## config.mk

```make
export PLATFORM = sky130hd
export DESIGN_NAME = arcabuco_muldiv
export DESIGN_NICKNAME = d
export VERILOG_FILES = /design/src/rtl/arcabuco_muldiv.sv
export SDC_FILE = /design/constraint.sdc
export NUM_CORES = 2
export LEC_CHECK = 0
export ABC_AREA = 1
export CORE_ASPECT_RATIO = 0.8
export CORE_MARGIN = 2
export CORE_UTILIZATION = 50
export CTS_BUF_LIST = sky130_fd_sc_hd__clkbuf_2
export DETAILED_ROUTE_END_ITERATION = 8
export GPL_TIMING_DRIVEN = 1
export PLACE_DENSITY = 0.66
export SYNTH_ARGS = -nofsm -noshare
export SYNTH_HDL_FRONTEND = slang
export SYNTH_SLANG_ARGS = --single-unit
```

## constraint.sdc

```tcl
create_clock -name clk_i -period 4.55 [get_ports clk_i]
set_input_delay 0.455 -clock clk_i [delete_from_list [all_inputs] [get_ports clk_i]]
set_output_delay 0.455 -clock clk_i [all_outputs]
set_load 0.02 [all_outputs]
```

## src/rtl/arcabuco_muldiv.sv

```systemverilog
// Multi-cycle integer multiply/divide unit with a valid/ready request and response handshake.
// Multiplies run through a short product pipeline; divides use a 32-step restoring divider.
module arcabuco_muldiv #(
  parameter int MUL_STAGES = 2,
  parameter bit HAVE_MUL   = 1'b1
) (
  input  logic        clk_i,
  input  logic        rst_ni,
  input  logic        req_valid_i,
  output logic        req_ready_o,
  input  logic [3:0]  op_i,
  input  logic [31:0] a_i,
  input  logic [31:0] b_i,
  input  logic        kill_i,
  output logic        resp_valid_o,
  input  logic        resp_ready_i,
  output logic [31:0] result_o
);

  typedef enum logic [3:0] {
    OP_MUL    = 4'd0,
    OP_MULH   = 4'd1,
    OP_MULHSU = 4'd2,
    OP_MULHU  = 4'd3,
    OP_DIV    = 4'd4,
    OP_DIVU   = 4'd5,
    OP_REM    = 4'd6,
    OP_REMU   = 4'd7
  } t_muldiv_opcode;

  typedef enum logic [1:0] {
    S_IDLE = 2'd0,
    S_MUL  = 2'd1,
    S_DIV  = 2'd2,
    S_DONE = 2'd3
  } state_t;

  // The first product stage is loaded at acceptance, so MUL_STAGES-1 registers remain.
  localparam int         PD       = (MUL_STAGES > 1) ? MUL_STAGES - 1 : 1;
  localparam logic [4:0] MUL_LAST = 5'(PD - 1);
  localparam logic [4:0] DIV_LAST = 5'd31;

  function automatic logic [63:0] mul_full(input logic [3:0] op, input logic [31:0] a,
                                           input logic [31:0] b);
    logic signed [32:0] ea;
    logic signed [32:0] eb;
    logic signed [63:0] p;
    ea = $signed({(op != OP_MULHU) & a[31], a});
    eb = $signed({((op == OP_MUL) || (op == OP_MULH)) & b[31], b});
    p  = ea * eb;
    return p;
  endfunction

  function automatic logic [31:0] mul_sel(input logic [3:0] op, input logic [63:0] p);
    return (op == OP_MUL) ? p[31:0] : p[63:32];
  endfunction

  function automatic logic [31:0] mag(input logic neg, input logic [31:0] v);
    return neg ? (32'd0 - v) : v;
  endfunction

  state_t      state_r;
  state_t      state_s;
  logic        ready_r;
  logic        resp_valid_r;
  logic [31:0] result_r;
  logic [3:0]  op_r;
  logic [4:0]  cnt_r;
  logic [63:0] mul_pipe_r [PD];
  logic [31:0] quo_r;
  logic [31:0] rem_r;
  logic [31:0] dvs_r;
  logic        neg_q_r;
  logic        neg_r_r;

  logic        accept_s;
  logic        is_mul_s;
  logic        is_div_s;
  logic        signed_div_s;
  logic        div_zero_s;
  logic        ovf_s;
  logic        special_s;
  logic [31:0] special_res_s;
  logic [32:0] sh_s;
  logic        ge_s;
  logic [31:0] rem_nx_s;
  logic [31:0] quo_nx_s;
  logic [31:0] div_res_s;

  assign req_ready_o  = ready_r & rst_ni;
  assign resp_valid_o = resp_valid_r;
  assign result_o     = result_r;
  assign accept_s     = req_valid_i & ready_r & ~kill_i;

  // Request decode: opcode class plus the results that need no iteration.
  always_comb begin
    is_mul_s      = HAVE_MUL && (op_i[3:2] == 2'b00);
    is_div_s      = (op_i[3:2] == 2'b01);
    signed_div_s  = is_div_s && !op_i[0];
    div_zero_s    = is_div_s && (b_i == 32'd0);
    ovf_s         = signed_div_s && (a_i == 32'h8000_0000) && (b_i == 32'hFFFF_FFFF);
    special_s     = !(is_mul_s || is_div_s) || div_zero_s || ovf_s;
    special_res_s = 32'd0;
    if (div_zero_s) begin
      special_res_s = op_i[1] ? a_i : 32'hFFFF_FFFF;
    end else if (ovf_s) begin
      special_res_s = op_i[1] ? 32'd0 : 32'h8000_0000;
    end else begin
      special_res_s = 32'd0;
    end
  end

  // One restoring-division step, with sign fix-up applied to the final step's values.
  always_comb begin
    sh_s      = {rem_r, quo_r[31]};
    ge_s      = (sh_s >= {1'b0, dvs_r});
    rem_nx_s  = ge_s ? (sh_s[31:0] - dvs_r) : sh_s[31:0];
    quo_nx_s  = {quo_r[30:0], ge_s};
    div_res_s = op_r[1] ? mag(neg_r_r, rem_nx_s) : mag(neg_q_r, quo_nx_s);
  end

  // Next-state logic; kill overrides every other transition.
  always_comb begin
    state_s = state_r;
    case (state_r)
      S_IDLE: begin
        if (accept_s) begin
          if (special_s) begin
            state_s = S_DONE;
          end else if (is_mul_s) begin
            state_s = (MUL_STAGES == 1) ? S_DONE : S_MUL;
          end else begin
            state_s = S_DIV;
          end
        end else begin
          state_s = S_IDLE;
        end
      end
      S_MUL: begin
        if (cnt_r == MUL_LAST) state_s = S_DONE;
        else                   state_s = S_MUL;
      end
      S_DIV: begin
        if (cnt_r == DIV_LAST) state_s = S_DONE;
        else                   state_s = S_DIV;
      end
      S_DONE: begin
        if (resp_ready_i) state_s = S_IDLE;
        else              state_s = S_DONE;
      end
      default: state_s = S_IDLE;
    endcase
    if (kill_i) begin
      state_s = S_IDLE;
    end else begin
      state_s = state_s;
    end
  end

  // State register.
  always_ff @(posedge clk_i or negedge rst_ni) begin
    if (!rst_ni) state_r <= S_IDLE;
    else         state_r <= state_s;
  end

  // Operand capture, multiply pipeline, divider iteration and response registers.
  always_ff @(posedge clk_i or negedge rst_ni) begin
    if (!rst_ni) begin
      ready_r      <= 1'b1;
      resp_valid_r <= 1'b0;
      result_r     <= 32'd0;
      op_r         <= 4'd0;
      cnt_r        <= 5'd0;
      quo_r        <= 32'd0;
      rem_r        <= 32'd0;
      dvs_r        <= 32'd0;
      neg_q_r      <= 1'b0;
      neg_r_r      <= 1'b0;
      for (int i = 0; i < PD; i++) mul_pipe_r[i] <= 64'd0;
    end else begin
      ready_r <= (state_s == S_IDLE);
      if (kill_i) begin
        resp_valid_r <= 1'b0;
        result_r     <= 32'd0;
        cnt_r        <= 5'd0;
      end else begin
        case (state_r)
          S_IDLE: begin
            if (accept_s) begin
              op_r  <= op_i;
              cnt_r <= 5'd0;
              if (special_s) begin
                result_r     <= special_res_s;
                resp_valid_r <= 1'b1;
              end else if (is_mul_s) begin
                mul_pipe_r[0] <= mul_full(op_i, a_i, b_i);
                if (MUL_STAGES == 1) begin
                  result_r     <= mul_sel(op_i, mul_full(op_i, a_i, b_i));
                  resp_valid_r <= 1'b1;
                end
              end else begin
                quo_r   <= mag(signed_div_s & a_i[31], a_i);
                dvs_r   <= mag(signed_div_s & b_i[31], b_i);
                rem_r   <= 32'd0;
                neg_q_r <= signed_div_s & (a_i[31] ^ b_i[31]);
                neg_r_r <= signed_div_s & a_i[31];
              end
            end
          end
          S_MUL: begin
            for (int i = 1; i < PD; i++) mul_pipe_r[i] <= mul_pipe_r[i-1];
            cnt_r <= cnt_r + 5'd1;
            if (cnt_r == MUL_LAST) begin
              result_r     <= mul_sel(op_r, mul_pipe_r[PD-1]);
              resp_valid_r <= 1'b1;
            end
          end
          S_DIV: begin
            quo_r <= quo_nx_s;
            rem_r <= rem_nx_s;
            cnt_r <= cnt_r + 5'd1;
            if (cnt_r == DIV_LAST) begin
              result_r     <= div_res_s;
              resp_valid_r <= 1'b1;
            end
          end
          S_DONE: begin
            if (resp_ready_i) begin
              resp_valid_r <= 1'b0;
              result_r     <= 32'd0;
            end
          end
          default: begin
            resp_valid_r <= 1'b0;
            result_r     <= 32'd0;
          end
        endcase
      end
    end
  end

endmodule

```

==> results.toml <==
[detailed_routing]
drcViolationCount = 0
wl_um = 202400
wl_per_cell_um = 21.55
first_pass_iters = 6
vias = 49840
viasPerCell = 5.306
drtIter0Drc = 5058
ant_nets = 0

[placement]
dp_hpwl_um = 159000
gp_congestion = 1.001
io_buffer_count = 106
place_area_um2 = 63590

[timing]
fin_crit_sh_pct = 147.7
max_slew_margin_pct = 15.98
finalSetupTns_ns = -88.21
tightest_slew_ns = 1.260
rsz0062_at_grt = "true"
period_minus_slack_ns = 6.719
worst_hold_slack_ns = 0.05059
slew_violations = 0
fmax_mhz = 148.8
finalSetupViolations = 54
skew_ns = 0.1276
timing.final.ws_setup_ns = -2.169
finalHoldViolCount = 0

[global_routing]
grt_max_degree = 78
grt-ovfl-total = 0
grt_pass1_wl_um = 310400
grt_pass1_vias = 50790
grt_antenna_before_repair = 3
track_usage_pct = 36.58

[floorplan]
core_um2 = 108600
die_x_um = 374.3
die_height_um = 300.3
rows = 108
die_area_um2 = 112400
io-pin-count = 107
start_util_pct = 50.50

[clock_network]
cts_max_path_buffers = 3
cts_sinks = 207
numCtsBuffers = 54
cts-htree-levels = 2
cts_tree = "yes"
root_buffer = "clkbuf_2"
clk_pin_slew_ns = 0.09
clk_latency_ns = 1.03

[worst_setup_path]
crit_top_cell = "fa_1"
critPathArrivalTime_ns = 7.55
cp_max_fo = 8
setup.worst_path.end_class = "register"
worstPathRequired_ns = 5.38
start_kind = "primary input"
crit_type = "primary input to register"
slowest_delay_ns = 0.61
slowest_stage = "fa_2"
r2r_setup_slack_ns = 0.34

[synthesis]
synth_edf_count = 0
synth.ff_latch_count = 207
synth_top_area_share_pct = 41.09
synth_top_area_cell = "fa_1"
synthCells = 7201
yosys-top-cells-count = "inv_1, nand2_1, fa_1"
yosys_warnings = 0
synthTopCellsByArea = "fa_1, inv_1, nand2_1"
netlist_area_um2 = 54860
synth.distinct_cells = 58
syn_nets = 8657
synthFlopType = "dfrtp_1"
avgSynthCellArea_um2 = 7.618
synth_most_common_cell = "inv_1"
yosysSeqAreaShare_pct = 9.444
async_reset_ff_share_pct = 100.0

[finish]
drive_gt1_share_pct = 22.12
final_cell_area_um2 = 69050
fin_nets = 9374
areaGrowthSynthToFinish_pct = 25.87

[run_status]
violations = "negative setup slack"
status = "finished with violations"

[run]
maxCapViolCount = 0

[hold_path]
hold_class = "primary input to register"
sequential cells by signal, summed over array words and instances (netlist names):
register / cells
cnt_r: 5
dvs_r: 32
mul_pipe_r: 64
neg_q_r: 1
neg_r_r: 1
op_r: 4
quo_r: 32
ready_r: 1
rem_r: 32
resp_valid_o: 1
result_o: 32
state_r: 2
timing repair:
item                                    in CTS  in global routing
hold endpoints to repair                    64                  0
hold buffers                                 6                  0
resized for setup                          690                257
buffers inserted                           128                 51
pin swaps                                  268                187
cloned                                      17                  0
endpoints found under the setup margin      56                 61
metrics by stage:
step	instances	utilization (%)	setup WS (ns)
after global routing	9391	63.55	-2.391
final	9393	63.56	-2.169
after floorplan	7201	-	-2.742
after CTS	9351	62.46	-2.128
after global placement	9112	58.53	-3.642
after detailed placement	9112	58.53	-3.670
cells in the final DEF (no fill, tap or decap), types with 61 or more instances in the layout:
cell type,count
inv_1,1717
inv_2,122
clkbuf_2,79
buf_6,125
xor2_1,68
fa_2,65
nand3_1,185
buf_4,676
nor2_1,266
ha_4,61
buf_12,112
o21ai_0,242
fa_1,1061
nand2_2,86
a21oi_1,117
dfrtp_1,205
nand2_1,1738
ha_1,195
final timing paths:
check | startpoint | end | depth (start not counted)
worst max-delay path | op_i[3] | mul_pipe_r[58]$_DFFE_PN0P_ | 34
worst min-delay path | b_i[7] | dvs_r[7]$_DFFE_PN0P_ | 5
worst max register to register | dvs_r[8]$_DFFE_PN0P_ | result_o[26]$_DFFE_PN0P_ | 29
worst min register to register | quo_r[21]$_DFFE_PN0P_ | quo_r[22]$_DFFE_PN0P_ | 2
max in group asynchronous | rst_ni | rem_r[14]$_DFFE_PN0P_ | 4
min in group asynchronous | rst_ni | rem_r[13]$_DFFE_PN0P_ | 3
final cells by class:
cell class,instances,area (um^2)
Multi-Input combinational cell,4779,44370
Fill cell,9448,39590
Timing Repair Buffer,1022,10200
Inverter,1854,6995
Sequential cell,207,5182
Tap cell,1430,1789
Clock buffer,79,395.4
Clock inverter,19,111.4
Antenna cell,3,7.507
critical path, delay by kind of cell:
family / cells / cell delay (ns)
fa+ha+maj: 9 / 4.41
compound gates: 1 / 0.08
simple gates: 14 / 1.61
buf+inv: 10 / 0.96
layer usage:
layer	up-vias	wire length (um)	GRT usage [%]
met1	24900	87210	53.37
met5	-	13	0
met3	296	19930	7.156
met2	2125	86880	54.59
met4	2	8353	12.71
li1	22510	-	-
cell families after synthesis:
group,synth area share [%]
AO/OA/AOI/OAI,6.781
XOR/XNOR,2.075
adder cells (fa/ha/maj),46.95
buffers and inverters,15.32
flip-flops,9.444
AND/OR/NAND/NOR,19.43
Power is left out: the tool's default activity adds up to more than one toggle a clock period on the data nets, which glitch-free logic cannot reach.
